**config.mk**
```make
export PLATFORM = sky130hd
export DESIGN_NAME = spi_rx_word_fifo
export DESIGN_NICKNAME = d
export VERILOG_FILES = /design/src/rtl/spi_rx_word_fifo.sv
export SDC_FILE = /design/constraint.sdc
export NUM_CORES = 1
export LEC_CHECK = 0
export CAP_MARGIN = 20
export CORE_MARGIN = 2
export CORE_UTILIZATION = 60
export CTS_BUF_LIST = sky130_fd_sc_hd__clkbuf_4 sky130_fd_sc_hd__clkbuf_8 sky130_fd_sc_hd__clkbuf_16
export CTS_CLUSTER_DIAMETER = 80
export DETAILED_ROUTE_END_ITERATION = 8
export PLACE_DENSITY = 0.83
export SLEW_MARGIN = 30
export SYNTH_ARGS = -nofsm -noshare
export SYNTH_HDL_FRONTEND = slang
export SYNTH_SLANG_ARGS = --single-unit
```
**constraint.sdc**
```tcl
create_clock -name CLK -period 6.7 [get_ports CLK]
set_clock_uncertainty 0.05 [all_clocks]
set_input_delay 1.005 -clock CLK [delete_from_list [all_inputs] [get_ports CLK]]
set_output_delay 1.005 -clock CLK [all_outputs]
set_load 0.02 [all_outputs]
```
**src/rtl/spi_rx_word_fifo.sv**
```systemverilog
// SPI receive deserialiser with optional start-bit hunt feeding a show-ahead word FIFO.
// Overflow is sticky and reported; dropped words still produce a WORD_STB pulse.
module spi_rx_word_fifo #(
    parameter int WIDTH      = 8,
    parameter int DEPTH      = 4,
    parameter int MSB_FIRST  = 1,
    parameter int START_SYNC = 1
) (
    input  logic                     CLK,
    input  logic                     RST_N,
    input  logic                     CS,
    input  logic                     DI,
    input  logic                     RD_EN,
    input  logic                     CLR_OVF,
    output logic [WIDTH-1:0]         DATA_OUT,
    output logic                     VALID,
    output logic [$clog2(DEPTH):0]   LEVEL,
    output logic                     WORD_STB,
    output logic                     OVERFLOW,
    output logic                     SYNCED
);

    localparam int CW = $clog2(WIDTH);
    localparam int AW = $clog2(DEPTH);
    localparam int LW = AW + 1;
    localparam logic [LW-1:0] FULL_LVL = LW'(DEPTH);
    localparam logic [CW-1:0] LAST_BIT = CW'(WIDTH - 1);

    typedef enum logic {
        HUNT  = 1'b0,
        SHIFT = 1'b1
    } state_t;

    state_t            state_q, state_d;
    logic [CW-1:0]     cnt_q, cnt_d;
    logic [WIDTH-1:0]  shift_q, shift_d;
    logic [WIDTH-1:0]  word_d;
    logic              push;

    logic [WIDTH-1:0]  mem_q [DEPTH];
    logic [AW-1:0]     wr_ptr_q, wr_ptr_d;
    logic [AW-1:0]     rd_ptr_q, rd_ptr_d;
    logic [LW-1:0]     level_q, level_d;
    logic              ovf_q, ovf_d;
    logic              stb_q;
    logic              pop, full, accept, drop;

    function automatic logic [WIDTH-1:0] shift_in(input logic [WIDTH-1:0] v, input logic b);
        if (MSB_FIRST != 0) return {v[WIDTH-2:0], b};
        else                return {b, v[WIDTH-1:1]};
    endfunction

    // Framer: with START_SYNC=0 the HUNT state never waits, so framing begins on the first low-CS bit.
    always_comb begin
        state_d = state_q;
        cnt_d   = cnt_q;
        shift_d = shift_q;
        word_d  = shift_in(shift_q, DI);
        push    = 1'b0;
        if (CS) begin
            state_d = (START_SYNC != 0) ? HUNT : SHIFT;
            cnt_d   = '0;
            shift_d = '1;
        end else if (state_q == HUNT) begin
            if (!DI || START_SYNC == 0) begin
                state_d = SHIFT;
                cnt_d   = CW'(1);
                shift_d = word_d;
            end
        end else begin
            if (cnt_q == LAST_BIT) begin
                push    = 1'b1;
                cnt_d   = '0;
                shift_d = '1;
            end else begin
                cnt_d   = cnt_q + CW'(1);
                shift_d = word_d;
            end
        end
    end

    assign full   = (level_q == FULL_LVL);
    assign pop    = RD_EN && (level_q != '0);
    assign accept = push && (!full || pop);
    assign drop   = push && full && !pop;

    always_comb begin
        wr_ptr_d = accept ? wr_ptr_q + AW'(1) : wr_ptr_q;
        rd_ptr_d = pop    ? rd_ptr_q + AW'(1) : rd_ptr_q;
        level_d  = level_q;
        if (accept && !pop)      level_d = level_q + LW'(1);
        else if (!accept && pop) level_d = level_q - LW'(1);
        ovf_d = ovf_q;
        if (drop)         ovf_d = 1'b1;
        else if (CLR_OVF) ovf_d = 1'b0;
    end

    always_ff @(posedge CLK or negedge RST_N) begin
        if (!RST_N) begin
            state_q  <= HUNT;
            cnt_q    <= '0;
            shift_q  <= '1;
            wr_ptr_q <= '0;
            rd_ptr_q <= '0;
            level_q  <= '0;
            ovf_q    <= 1'b0;
            stb_q    <= 1'b0;
        end else begin
            state_q  <= state_d;
            cnt_q    <= cnt_d;
            shift_q  <= shift_d;
            wr_ptr_q <= wr_ptr_d;
            rd_ptr_q <= rd_ptr_d;
            level_q  <= level_d;
            ovf_q    <= ovf_d;
            stb_q    <= push;
        end
    end

    // Storage carries no reset; DATA_OUT is masked to all-ones whenever the FIFO is empty.
    always_ff @(posedge CLK) begin
        if (accept) mem_q[wr_ptr_q] <= word_d;
    end

    assign VALID    = (level_q != '0);
    assign DATA_OUT = VALID ? mem_q[rd_ptr_q] : '1;
    assign LEVEL    = level_q;
    assign WORD_STB = stb_q;
    assign OVERFLOW = ovf_q;
    assign SYNCED   = (state_q == SHIFT);

endmodule

```
# ---- Word-level counts from Yosys, hierarchy flattened
# Memories as Yosys holds them, arrays and structs flattened.
# Index checks and enable logic that the tools add are counted.
dict set report op_classes {
  n_eq_ne 3
  mux 21
  shifts 0
  bitwise 0
  magnitude_cmp 0
  add_sub_neg 5
  mul 0
  n_reduce_logical 13
  div 0
}
# op n
set op_table {}
lappend op_table {{7-bit two-way mux} 4}
lappend op_table {{3-bit two-way mux} 6}
lappend op_table {{1-bit two-way mux} 10}
lappend op_table {{8-bit two-way mux} 1}
lappend op_table {{3-bit by 1-bit adder with 3-bit output, second input constant} 2}
lappend op_table {{3-bit == test, second input constant} 2}
lappend op_table {{1-bit logical AND} 6}
lappend op_table {{2-bit by 1-bit adder with 2-bit output, second input constant} 2}
lappend op_table {{2-bit nonzero test} 2}
lappend op_table {{1-bit zero test} 3}
lappend op_table {{3-bit by 2-bit inequality test with 1-bit output, second input constant} 1}
lappend op_table {{3-bit nonzero test} 1}
lappend op_table {{3-bit by 1-bit subtractor with 3-bit output, second input constant} 1}
lappend op_table {{1-bit logical OR} 1}
dict set report totals {
  output_inout_bits 15
  latchBits 0
  reg_bits 20
  word_cells 51
  inputBits 6
  mem_bits_ro 0
  mem_bits_rw 32
  mem_count 1
}
# memory words width read_ports rd_ports_with_merged_regs wr line
set mem_list {}
lappend mem_list {mem_q 4 8 1 0 1 40} ;# logic [WIDTH-1:0] mem_q [DEPTH];

# ---- Logic depth before layout (Yosys ltp)
# Gate-level depths: netlist (run 1).
dict set report logic_depth {
  depth_word 9
  depth_mapped 11
  ltp_nobuf 10
}

# ---- Worst setup path after synthesis (run 1)
# OpenSTA, ideal clock, no wires.
dict set report synth_timing {
  path_kind {input -> register}
  startpoint {in CS}
  endpoint {reg level_q[2] (netlist: LEVEL[2])}
  t_arrival_ns 2.399
  slack_ns 4.171
  path_buffers 0
  setup_ns 0.080
  required_ns 6.570
  path_stages 8
  path_cell_list {nand3b_1 -> nor2_2 -> ha_1 -> inv_1 -> fa_1 -> xor2_1 -> nor2_1 -> xor2_1}
}
dict set report synth_via {
  elab_chain_len 5
  elab_cells_between_ends 7
  classes_between {2 x mux; 5 x reduce/logical}
}
# item line
set synth_rtl {}
lappend synth_rtl {{start: declaration} 11} ;# input logic CS,
lappend synth_rtl {{1-bit two-way mux (*)} 60} ;# if (CS) begin
lappend synth_rtl {{1-bit logical AND (*)} 84} ;# assign accept = push && (!full || pop);
lappend synth_rtl {{via accept} 46} ;# logic pop, full, accept, drop;
lappend synth_rtl {{1-bit zero test} 92} ;# else if (!accept && pop) level_d = level_q - LW'(1);
lappend synth_rtl {{1-bit logical AND} 92}
lappend synth_rtl {{2-bit nonzero test (no line)} --}
lappend synth_rtl {{end signal: assignment} 114} ;# level_q <= level_d;
lappend synth_rtl {{end: declaration} 43} ;# logic [LW-1:0] level_q, level_d;
# Mark *: on every way through the listed nets, which the timed path passes. The rest lies on a longest branch.
# A chain may end at the register's enable or synchronous reset.

# ---- Final worst setup path (run 1)
dict set report layout_timing {
  startpoint {reg rd_ptr_q[0]}
  endpoint {out DATA_OUT[1]}
}
dict set report layout_via {
  elab_chain_len 2
}
# item line
set layout_rtl {}
lappend layout_rtl {{start: declaration} 42} ;# logic [AW-1:0] rd_ptr_q, rd_ptr_d;
lappend layout_rtl {{start signal: assignment} 113} ;# rd_ptr_q <= rd_ptr_d;
lappend layout_rtl {{memory read 4 x 8 bit} --}
lappend layout_rtl {{8-bit two-way mux} 126} ;# assign DATA_OUT = VALID ? mem_q[rd_ptr_q] : '1;
lappend layout_rtl {{end: declaration} 15} ;# output logic [WIDTH-1:0] DATA_OUT,
# No other way between the ends.

==> flow_metrics.py, run 1 <==
metrics = {
    "synth": {
        "cell_area_after_synthesis_um2": 2280,
        "ys_types": 34,
        "synth.avg_cell_area_um2": 15.7,
        "synth_top_cell_area_share_pct": 42.1,
        "number_of_flops_mapped_to_enable_cells_by_yosys": 32,
        "ys_seq_area_share_pct": 64.4,
        "yosys-top-cells-area": "edfxtp_1 42%, dfrtp_1 14%, dfstp_2 8.1%",
        "synth_area_leader_cell": "edfxtp_1",
        "ys_seq_elements": 52,
        "postSynthNetCount": 159,
        "yosys_warnings": 0,
        "ys.flop_type": "edfxtp_1",
        "synth-async-reset-ratio_pct": 38.5,
        "netlist_instances": 145,
    },
    "die": {
        "fp-row-count": 22,
        "num_io_pins": 21,
        "start_util_pct": 62.3,
        "fp.dieH_um": 65.7,
        "core_region_area_um2": 3660,
        "die_w_um": 65.7,
        "die-area_um2": 4310,
    },
    "global_routing": {
        "grt_use_total_pct": 19.9,
        "grt_overflow_total": 0,
        "pin_count_of_the_biggest_net_entering_global_routing": 21,
        "grt_pass1_vias": 1211,
        "grt_pass1_wl_mm": 6.10,
        "number_of_antenna_violations_at_the_first_check_in_global_routing": 0,
    },
    "layout": {
        "layout_commonest_cell": "edfxtp_1",
        "post-route-cell-area_um2": 2610,
        "layoutNonFillerInstCount": 215,
        "antennaDiodeCount": 0,
        "fin_nets": 180,
        "drive_gt1_share_pct": 16.8,
        "num-fill-cells": 245,
        "mostFrequentLayoutCells": "32 x edfxtp_1, 19 x clkdlybuf4s50_1, 13 x dfrtp_1",
        "syn_to_layout_area_delta_pct": 14.5,
    },
    "power_and_ir_drop": {
        "power.share.switching_pct": 29.1,
        "irDropWorstVdd_mv": 0.168,
        "power.switching_mw": 0.262,
        "internal_power_mw": 0.639,
        "finalPower_mw": 0.901,
        "power.static_leakage_nw": 0.967,
        "p_seq_share_pct": 46.4,
        "pwr-share-clk_pct": 23.2,
        "comb_power_share_pct": 30.4,
        "power_density_nw_per_um2": 345,
    },
    "setup_path": {
        "timing.critical_path.required_ns": 5.64,
        "worstSetupStartpoint": "rd_ptr_q[0]",
        "critical_path_class": "register to primary output",
        "crit_path_end_kind": "primary output",
        "worstPathArrival_ns": 2.33,
        "worstPathMaxFanout": 10,
        "crit_path_start_kind": "register",
        "worstReg2RegStart": "cnt_q[0]",
    },
    "clock_network": {
        "clkSinkCount": 52,
        "cts_resized": 0,
        "worst_skew_pair.late_latency_ns": 0.29,
        "postCtsSetupRepairBufs": 0,
        "h-tree-depth": 2,
        "tritoncts": "built",
        "hold_buffers": 0,
        "clock_tree.buffer_depth": 2,
        "clock_tree.root_cell": "clkbuf_8",
        "cts-buffers-inserted": 5,
        "clock_pin_slew_on_the_worst_setup_and_hold_paths_ns": 0.09,
    },
    "worst_hold_path": {
        "hold_class": "register to register",
        "worst_hold_startpoint": "OVERFLOW",
    },
    "routing": {
        "postRouteAntennaNets": 0,
        "via_count": 1177,
        "drt_pass1_iterations": 4,
        "wire_length_per_cell_um": 16.7,
        "drc": 0,
        "total_wire_length_mm": 3.59,
        "post_dr_vias_cell": 5.47,
        "first_iter_violations": 35,
    },
    "run": {
        "maxCapViolations": 0,
    },
    "placed_design": {
        "port-buffer-count": 20,
        "place_congestion": 0.700,
        "post-dp-hpwl_mm": 2.54,
        "placed_cells": 207,
        "post_dp_cell_area_um2": 2510,
    },
    "timing": {
        "finalSetupViolCount": 0,
        "worstMarginPinSlew_ns": 0.625,
        "final_max_slew_viol_count": 0,
        "grt_setup_unrepaired": "false",
        "period_minus_slack_ns": 3.39,
        "share_of_the_clock_period_used_by_the_worst_path_after_layout_pct": 50.6,
        "worst_slew_margin_rel_pct": 58.2,
        "report.final.hold_viol_count": 0,
        "fmax_mhz": 295,
        "tns_ns": 0,
    },
    "run_status": {
        "run_status": "finished clean",
    },
}
## per-layer routing
metal	track usage, %	wire length, um	vias to the layer above
li1	-	-	569
met1	26.2	1600	581
met2	32.6	1800	22
met3	4.11	147	5
met4	7.81	41	0
met5	0	0	-
## synthesized netlist by cell type, types with 2 or more instances
cell / instances
a211oi_1: 7
a21oi_1: 2
and2_1: 4
clkbuf_1: 2
dfrtp_1: 13
dfstp_2: 7
edfxtp_1: 32
ha_1: 7
inv_1: 7
mux4_2: 8
nand2_1: 2
nand3b_1: 2
nor2_1: 4
nor2b_1: 6
nor3b_1: 6
o21bai_1: 7
or2_1: 8
xnor2_1: 4
xor2_1: 2
## power groups by stage
| stage | registers (mW) | clock network, mW | logic (mW) |
|---|---|---|---|
| after floorplan | 0.406 | 0 | 0.191 |
| final | 0.418 | 0.209 | 0.274 |
| after global placement | 0.425 | 0 | 0.272 |
| after CTS | 0.421 | 0.211 | 0.279 |
| after global routing | 0.426 | 0.222 | 0.294 |
| after detailed placement | 0.428 | 0 | 0.279 |
## worst max-delay path, cell delays in order (launching register included)
cell and delay (ns):
dfrtp_1 0.71, mux4_2 0.58, or2_1 0.22, clkdlybuf4s50_1 0.53
## path summary, 6_finish.rpt
check	depth (start not counted)	slack, ns	endpoint
min reg2reg	1	0.48	OVERFLOW
min in group asynchronous	1	0.60	cnt_q[1]
min	1	0.48	OVERFLOW
max	3	3.31	DATA_OUT[1]
max reg2reg	10	4.12	LEVEL[2]
max in group asynchronous	1	5.66	shift_q[5]
## sequential cells by signal (all words and copies together) (netlist names)
register,count
LEVEL,3
OVERFLOW,1
SYNCED,1
WORD_STB,1
cnt_q,3
mem_q,32
rd_ptr_q,2
shift_q,7
wr_ptr_q,2
## layout make-up
cell class	instances	area, um^2	area share, %
tap	48	60.1	2.30
clock inverter	2	35.0	1.34
clock buffer	6	76.3	2.92
sequential	52	1470	56.3
inverter	7	26.3	1.01
timing repair buffer	20	195	7.47
multi-input combinational	80	749	28.7
## per-stage QoR
| stage | hold WS [ns] | worst slack (ns) | util, % |
|---|---|---|---|
| final | 0.480 | 3.31 | 71.4 |
| after global routing | 0.498 | 3.18 | 71.4 |
| after CTS | 0.479 | 3.25 | 71.5 |
| after detailed placement | 0.456 | 3.29 | 68.5 |
| after global placement | 0.443 | 3.44 | 68.5 |
| after floorplan | 0.445 | 4.17 | - |
## logic make-up after synthesis
group / synth area share [%]
muxes: 8.88
adders and majority gates: 4.71
DFF: 64.4
AOI/OAI and AO/OA: 6.09
buffers and inverters: 2.74
xor gates and xnor gates: 2.30
and+or+nand+nor: 10.9
(Power assumes the default switching activity.)
==> run 2: changes to the inputs <==
Settings changed: CORE_UTILIZATION 60 to 56, PLACE_DENSITY 0.83 to 0.78.
Clock period 6.7 ns to 3.4 ns, I/O delays scaled along.
==> run 2 against run 1 <==
Compared with the run above: clock power rose by 70%; global-route usage down 0.32 points; combinational power rose by 100%; non-clock buffer count did not move; register-to-register slack worse by 3.3 ns; highest routed layer unchanged; wire length increased by 7.9%; die area rose by 6.7%; final area shrank 0.43%; cell count is 0.93% higher.
==> flow_metrics.py, run 2 (same netlist as run 1, synthesis figures left out) <==
metrics = {
    "run_status": {
        "run_status": "finished clean",
    },
    "global_routing": {
        "grt_pass1_wl_mm": 6.24,
        "grt_use_total_pct": 19.6,
        "grt_overflow_total": 0,
        "number_of_antenna_violations_at_the_first_check_in_global_routing": 0,
        "pin_count_of_the_biggest_net_entering_global_routing": 21,
        "grt_pass1_vias": 1239,
    },
    "power_and_ir_drop": {
        "power.static_leakage_nw": 0.951,
        "power_density_nw_per_um2": 665,
        "irDropWorstVdd_mv": 0.281,
    },
    "timing": {
        "worst_slew_margin_rel_pct": 54.9,
        "grt_setup_unrepaired": "false",
        "report.final.hold_viol_count": 0,
        "tns_ns": 0,
        "share_of_the_clock_period_used_by_the_worst_path_after_layout_pct": 85.4,
        "finalSetupViolCount": 0,
        "period_minus_slack_ns": 2.90,
        "layout_setup_ws_ns": 0.498,
        "whs_ns": 0.0972,
        "fmax_mhz": 345,
        "final_max_slew_viol_count": 0,
        "worstMarginPinSlew_ns": 0.674,
    },
    "routing": {
        "postRouteAntennaNets": 0,
        "first_iter_violations": 119,
        "drt_pass1_iterations": 4,
        "total_wire_length_mm": 3.87,
        "drc": 0,
        "post_dr_vias_cell": 5.47,
        "via_count": 1187,
        "wire_length_per_cell_um": 17.8,
    },
    "layout": {
        "registers.top_by_ff_count": "mem_q",
        "fin_nets": 180,
        "largest_registers": "mem_q (32), shift_q (7)",
        "layout_commonest_cell": "edfxtp_1",
        "largest_reg_flops": 32,
        "layout.area.seq_um2": 1470,
        "antennaDiodeCount": 0,
        "mostFrequentLayoutCells": "32 x edfxtp_1, 19 x clkdlybuf4s50_1, 13 x dfrtp_1",
        "multi_input_comb_area_um2": 749,
        "syn_to_layout_area_delta_pct": 14.0,
        "num-fill-cells": 281,
        "drive_gt1_share_pct": 16.8,
    },
    "die": {
        "num_io_pins": 21,
        "fp.dieH_um": 67.8,
        "die_w_um": 67.8,
        "fp-row-count": 23,
        "die-area_um2": 4600,
        "core_region_area_um2": 3970,
        "start_util_pct": 57.5,
    },
    "setup_path": {
        "worstPathArrival_ns": 2.34,
        "slowest_delay_ns": 0.71,
        "timing.critical_path.required_ns": 2.84,
        "cp_cell_sequence": "mux4_2 > or2_1 > clkdlybuf4s50_1",
        "worstPathMaxFanout": 10,
        "crit_path_top_delay_cell": "dfrtp_1",
        "crit_path_end_kind": "primary output",
        "crit_path_start_kind": "register",
        "critical_path_class": "register to primary output",
    },
    "clock_network": {
        "tritoncts": "built",
        "clock_pin_slew_on_the_worst_setup_and_hold_paths_ns": 0.09,
        "h-tree-depth": 2,
        "cts_resized": 0,
        "cts-buffers-inserted": 5,
        "clock_tree.buffer_depth": 2,
        "clkSinkCount": 52,
        "postCtsSetupRepairBufs": 0,
        "clock_tree.root_cell": "clkbuf_8",
        "worst_skew_pair.late_latency_ns": 0.29,
        "hold_buffers": 0,
    },
    "placed_design": {
        "place_congestion": 0.747,
        "post-dp-hpwl_mm": 2.76,
        "port-buffer-count": 20,
        "place_worst_setup_slack_ns": 0.481,
    },
    "run": {
        "maxCapViolations": 0,
    },
    "worst_hold_path": {
        "hold_class": "primary input to async pin",
    },
}
## run 2: power by group
part	internal, mW	switching, mW	total [mW]
Clock	0.165	0.191	0.356
Combinational	0.316	0.233	0.548
Sequential	0.717	0.109	0.825
Total	1.20	0.533	1.73
## run 2: layout make-up
class / count / share of cell area, %
sequential: 52 / 56.5
clock inverter: 2 / 0.577
multi-input combinational: 80 / 28.8
timing repair buffer: 20 / 7.50
inverter: 7 / 1.01
tap: 50 / 2.41
clock buffer: 6 / 3.17
## run 2: metrics by stage
stage	cells	util (%)	total power [mW]	area, um^2
2_1_floorplan	145	-	1.18	2280
3_3_place_gp	209	63.2	1.37	2510
3_5_place_dp	209	63.2	1.40	2510
4_1_cts	217	65.6	1.75	2610
5_1_grt	217	65.5	1.82	2600
6_report	217	65.5	1.73	2600
## run 2: path summary, 6_finish.rpt
check | depth (start not counted) | from | to | slack, ns
worst max-delay path | 3 | rd_ptr_q[0] | DATA_OUT[5] | 0.50
worst min-delay path | 1 | RST_N | rd_ptr_q[1] | 0.1
worst max register to register | 10 | cnt_q[0] | LEVEL[2] | 0.84
worst min register to register | 1 | OVERFLOW | OVERFLOW | 0.47
max in group asynchronous | 1 | RST_N | shift_q[4] | 2.85
min in group CLK | 1 | OVERFLOW | OVERFLOW | 0.47
## run 2: per-layer routing
metal / GRT usage [%] / part of all wire [%] / up-vias
met3: 4.28 / 3.3 / 4
met2: 33.2 / 52 / 18
met5: 0 / 0 / -
met1: 24.3 / 44 / 595
li1: - / - / 570
met4: 8.50 / 0.88 / 0
## run 2: critical path: cells and delay by family, from the launching register on
kind,cells,cell delay [ns]
buf+inv,1,0.55
flops,1,0.71
mux,1,0.56
simple gates,1,0.22
==> run 3: changes to the inputs <==
Settings changed: CORE_MARGIN 2 to 10.
==> run 3 against run 2 <==
Compared with the run above: cell count stayed put; critical path type unchanged; highest routed layer unchanged; sequential power about the same; worst setup slack improved by 0.023 ns; sequential cell count stayed put; combinational power hardly changed; via count rose by 2.5%; non-clock buffer count stayed put.
==> flow_metrics.py, run 3 (same netlist as run 1, synthesis figures left out) <==
metrics = {
    "power_and_ir_drop": {
        "pwr-share-clk_pct": 20.1,
        "finalPower_mw": 1.72,
        "p_seq_share_pct": 48.1,
        "irDropWorstVdd_mv": 0.286,
        "power_density_nw_per_um2": 662,
        "internal_power_mw": 1.19,
        "power.switching_mw": 0.532,
        "comb_power_share_pct": 31.8,
        "power.static_leakage_nw": 0.953,
        "power.share.switching_pct": 30.9,
    },
    "die": {
        "start_util_pct": 57.5,
        "die-area_um2": 7030,
        "num_io_pins": 21,
        "fp-row-count": 23,
        "fp.dieH_um": 83.8,
        "core_region_area_um2": 3970,
        "die_w_um": 83.8,
    },
    "setup_path": {
        "cp_cell_sequence": "mux4_2 > or2_1 > clkdlybuf4s50_1",
        "timing.critical_path.required_ns": 2.84,
        "cp.buffers_inverters": 1,
        "crit_path_end_kind": "primary output",
        "critical-path-top-delay-family": "flip-flops",
        "critical_path_class": "register to primary output",
        "crit_path_start_kind": "register",
        "worstPathArrival_ns": 2.32,
        "slowest_delay_ns": 0.71,
        "crit_path_top_delay_cell": "dfrtp_1",
        "worstPathMaxFanout": 10,
    },
    "placed_design": {
        "post_dp_cell_area_um2": 2510,
        "place_congestion": 0.728,
        "port-buffer-count": 20,
        "post-dp-hpwl_mm": 2.75,
    },
    "timing": {
        "whs_ns": 0.0998,
        "share_of_the_clock_period_used_by_the_worst_path_after_layout_pct": 84.7,
        "report.final.hold_viol_count": 0,
        "worstMarginPinSlew_ns": 0.642,
        "fmax_mhz": 347,
        "worst_slew_margin_rel_pct": 57.1,
        "tns_ns": 0,
        "period_minus_slack_ns": 2.88,
        "grt_setup_unrepaired": "false",
        "finalSetupViolCount": 0,
        "final_max_slew_viol_count": 0,
    },
    "routing": {
        "postRouteAntennaNets": 0,
        "wire_length_per_cell_um": 17.7,
        "drt_pass1_iterations": 4,
        "first_iter_violations": 77,
        "via_count": 1217,
        "total_wire_length_mm": 3.83,
        "post_dr_vias_cell": 5.61,
        "drc": 0,
    },
    "layout": {
        "largest_registers": "mem_q (32), shift_q (7)",
        "mostFrequentLayoutCells": "32 x edfxtp_1, 19 x clkdlybuf4s50_1, 13 x dfrtp_1",
        "fin_nets": 180,
        "syn_to_layout_area_delta_pct": 13.8,
        "layout_commonest_cell": "edfxtp_1",
        "largest_reg_flops": 32,
        "registers.top_by_ff_count": "mem_q",
        "drive_gt1_share_pct": 16.8,
        "post-route-cell-area_um2": 2600,
        "antennaDiodeCount": 0,
    },
    "clock_network": {
        "h-tree-depth": 2,
        "worst_skew_pair.late_latency_ns": 0.29,
        "tritoncts": "built",
        "clock_tree.buffer_depth": 2,
        "clock_tree.root_cell": "clkbuf_8",
        "postCtsSetupRepairBufs": 0,
        "cts_resized": 0,
        "clock_pin_slew_on_the_worst_setup_and_hold_paths_ns": 0.09,
        "hold_buffers": 0,
        "cts-buffers-inserted": 5,
        "clkSinkCount": 52,
    },
    "global_routing": {
        "grt_pass1_vias": 1270,
        "grt_overflow_total": 0,
        "pin_count_of_the_biggest_net_entering_global_routing": 21,
        "grt_use_total_pct": 11.1,
        "number_of_antenna_violations_at_the_first_check_in_global_routing": 0,
        "grt_pass1_wl_mm": 6.43,
    },
    "run": {
        "maxCapViolations": 0,
    },
    "worst_hold_path": {
        "hold_class": "primary input to async pin",
    },
    "run_status": {
        "run_status": "finished clean",
    },
}
run 3: changes by cell type in the layout (fill, tap and decap cells not counted):
cell / change
clkinv_4: +1
clkbuf_4: +1
clkinvlp_4: -1
clkbuf_8: -1
run 3: routing by layer:
layer	track usage [%]	routed length (um)
met2	19.7	2100
met4	2.28	5
met1	13.1	1590
met5	0	0
met3	2.93	132
run 3: power by group through the flow:
| stage | combinational, mW | clock (mW) | sequential [mW] |
|---|---|---|---|
| 2_1_floorplan | 0.376 | 0 | 0.800 |
| 3_3_place_gp | 0.544 | 0 | 0.836 |
| 3_5_place_dp | 0.558 | 0 | 0.845 |
| 4_1_cts | 0.559 | 0.349 | 0.830 |
| 5_1_grt | 0.590 | 0.382 | 0.843 |
| 6_report | 0.547 | 0.345 | 0.826 |
run 3: stage by stage:
| step | worst slack [ns] | util [%] | cells |
|---|---|---|---|
| global route | 0.349 | 65.4 | 217 |
| detailed placement | 0.525 | 63.2 | 209 |
| global placement | 0.638 | 63.2 | 209 |
| finish | 0.520 | 65.4 | 217 |
| CTS | 0.455 | 65.5 | 217 |
| floorplan | 1.12 | - | 145 |
run 3: worst paths after layout:
| path | start | end | slack, ns | cells past startpoint |
|---|---|---|---|---|
| max reg2reg | cnt_q[0] | LEVEL[2] | 0.83 | 10 |
| min | RST_N | rd_ptr_q[1] | 0.1 | 1 |
| min in group CLK | OVERFLOW | OVERFLOW | 0.47 | 1 |
| max in group asynchronous | RST_N | shift_q[4] | 2.86 | 1 |
| min reg2reg | OVERFLOW | OVERFLOW | 0.47 | 1 |
| max | rd_ptr_q[0] | DATA_OUT[3] | 0.52 | 3 |
run 3: layout make-up:
type                       instances  area, um^2
multi-input combinational         80         749
sequential                        52        1470
timing repair buffer              20         195
clock buffer                       6        76.3
clock inverter                     2        16.3
fill                             292        1380
inverter                           7        26.3
tap                               50        62.6
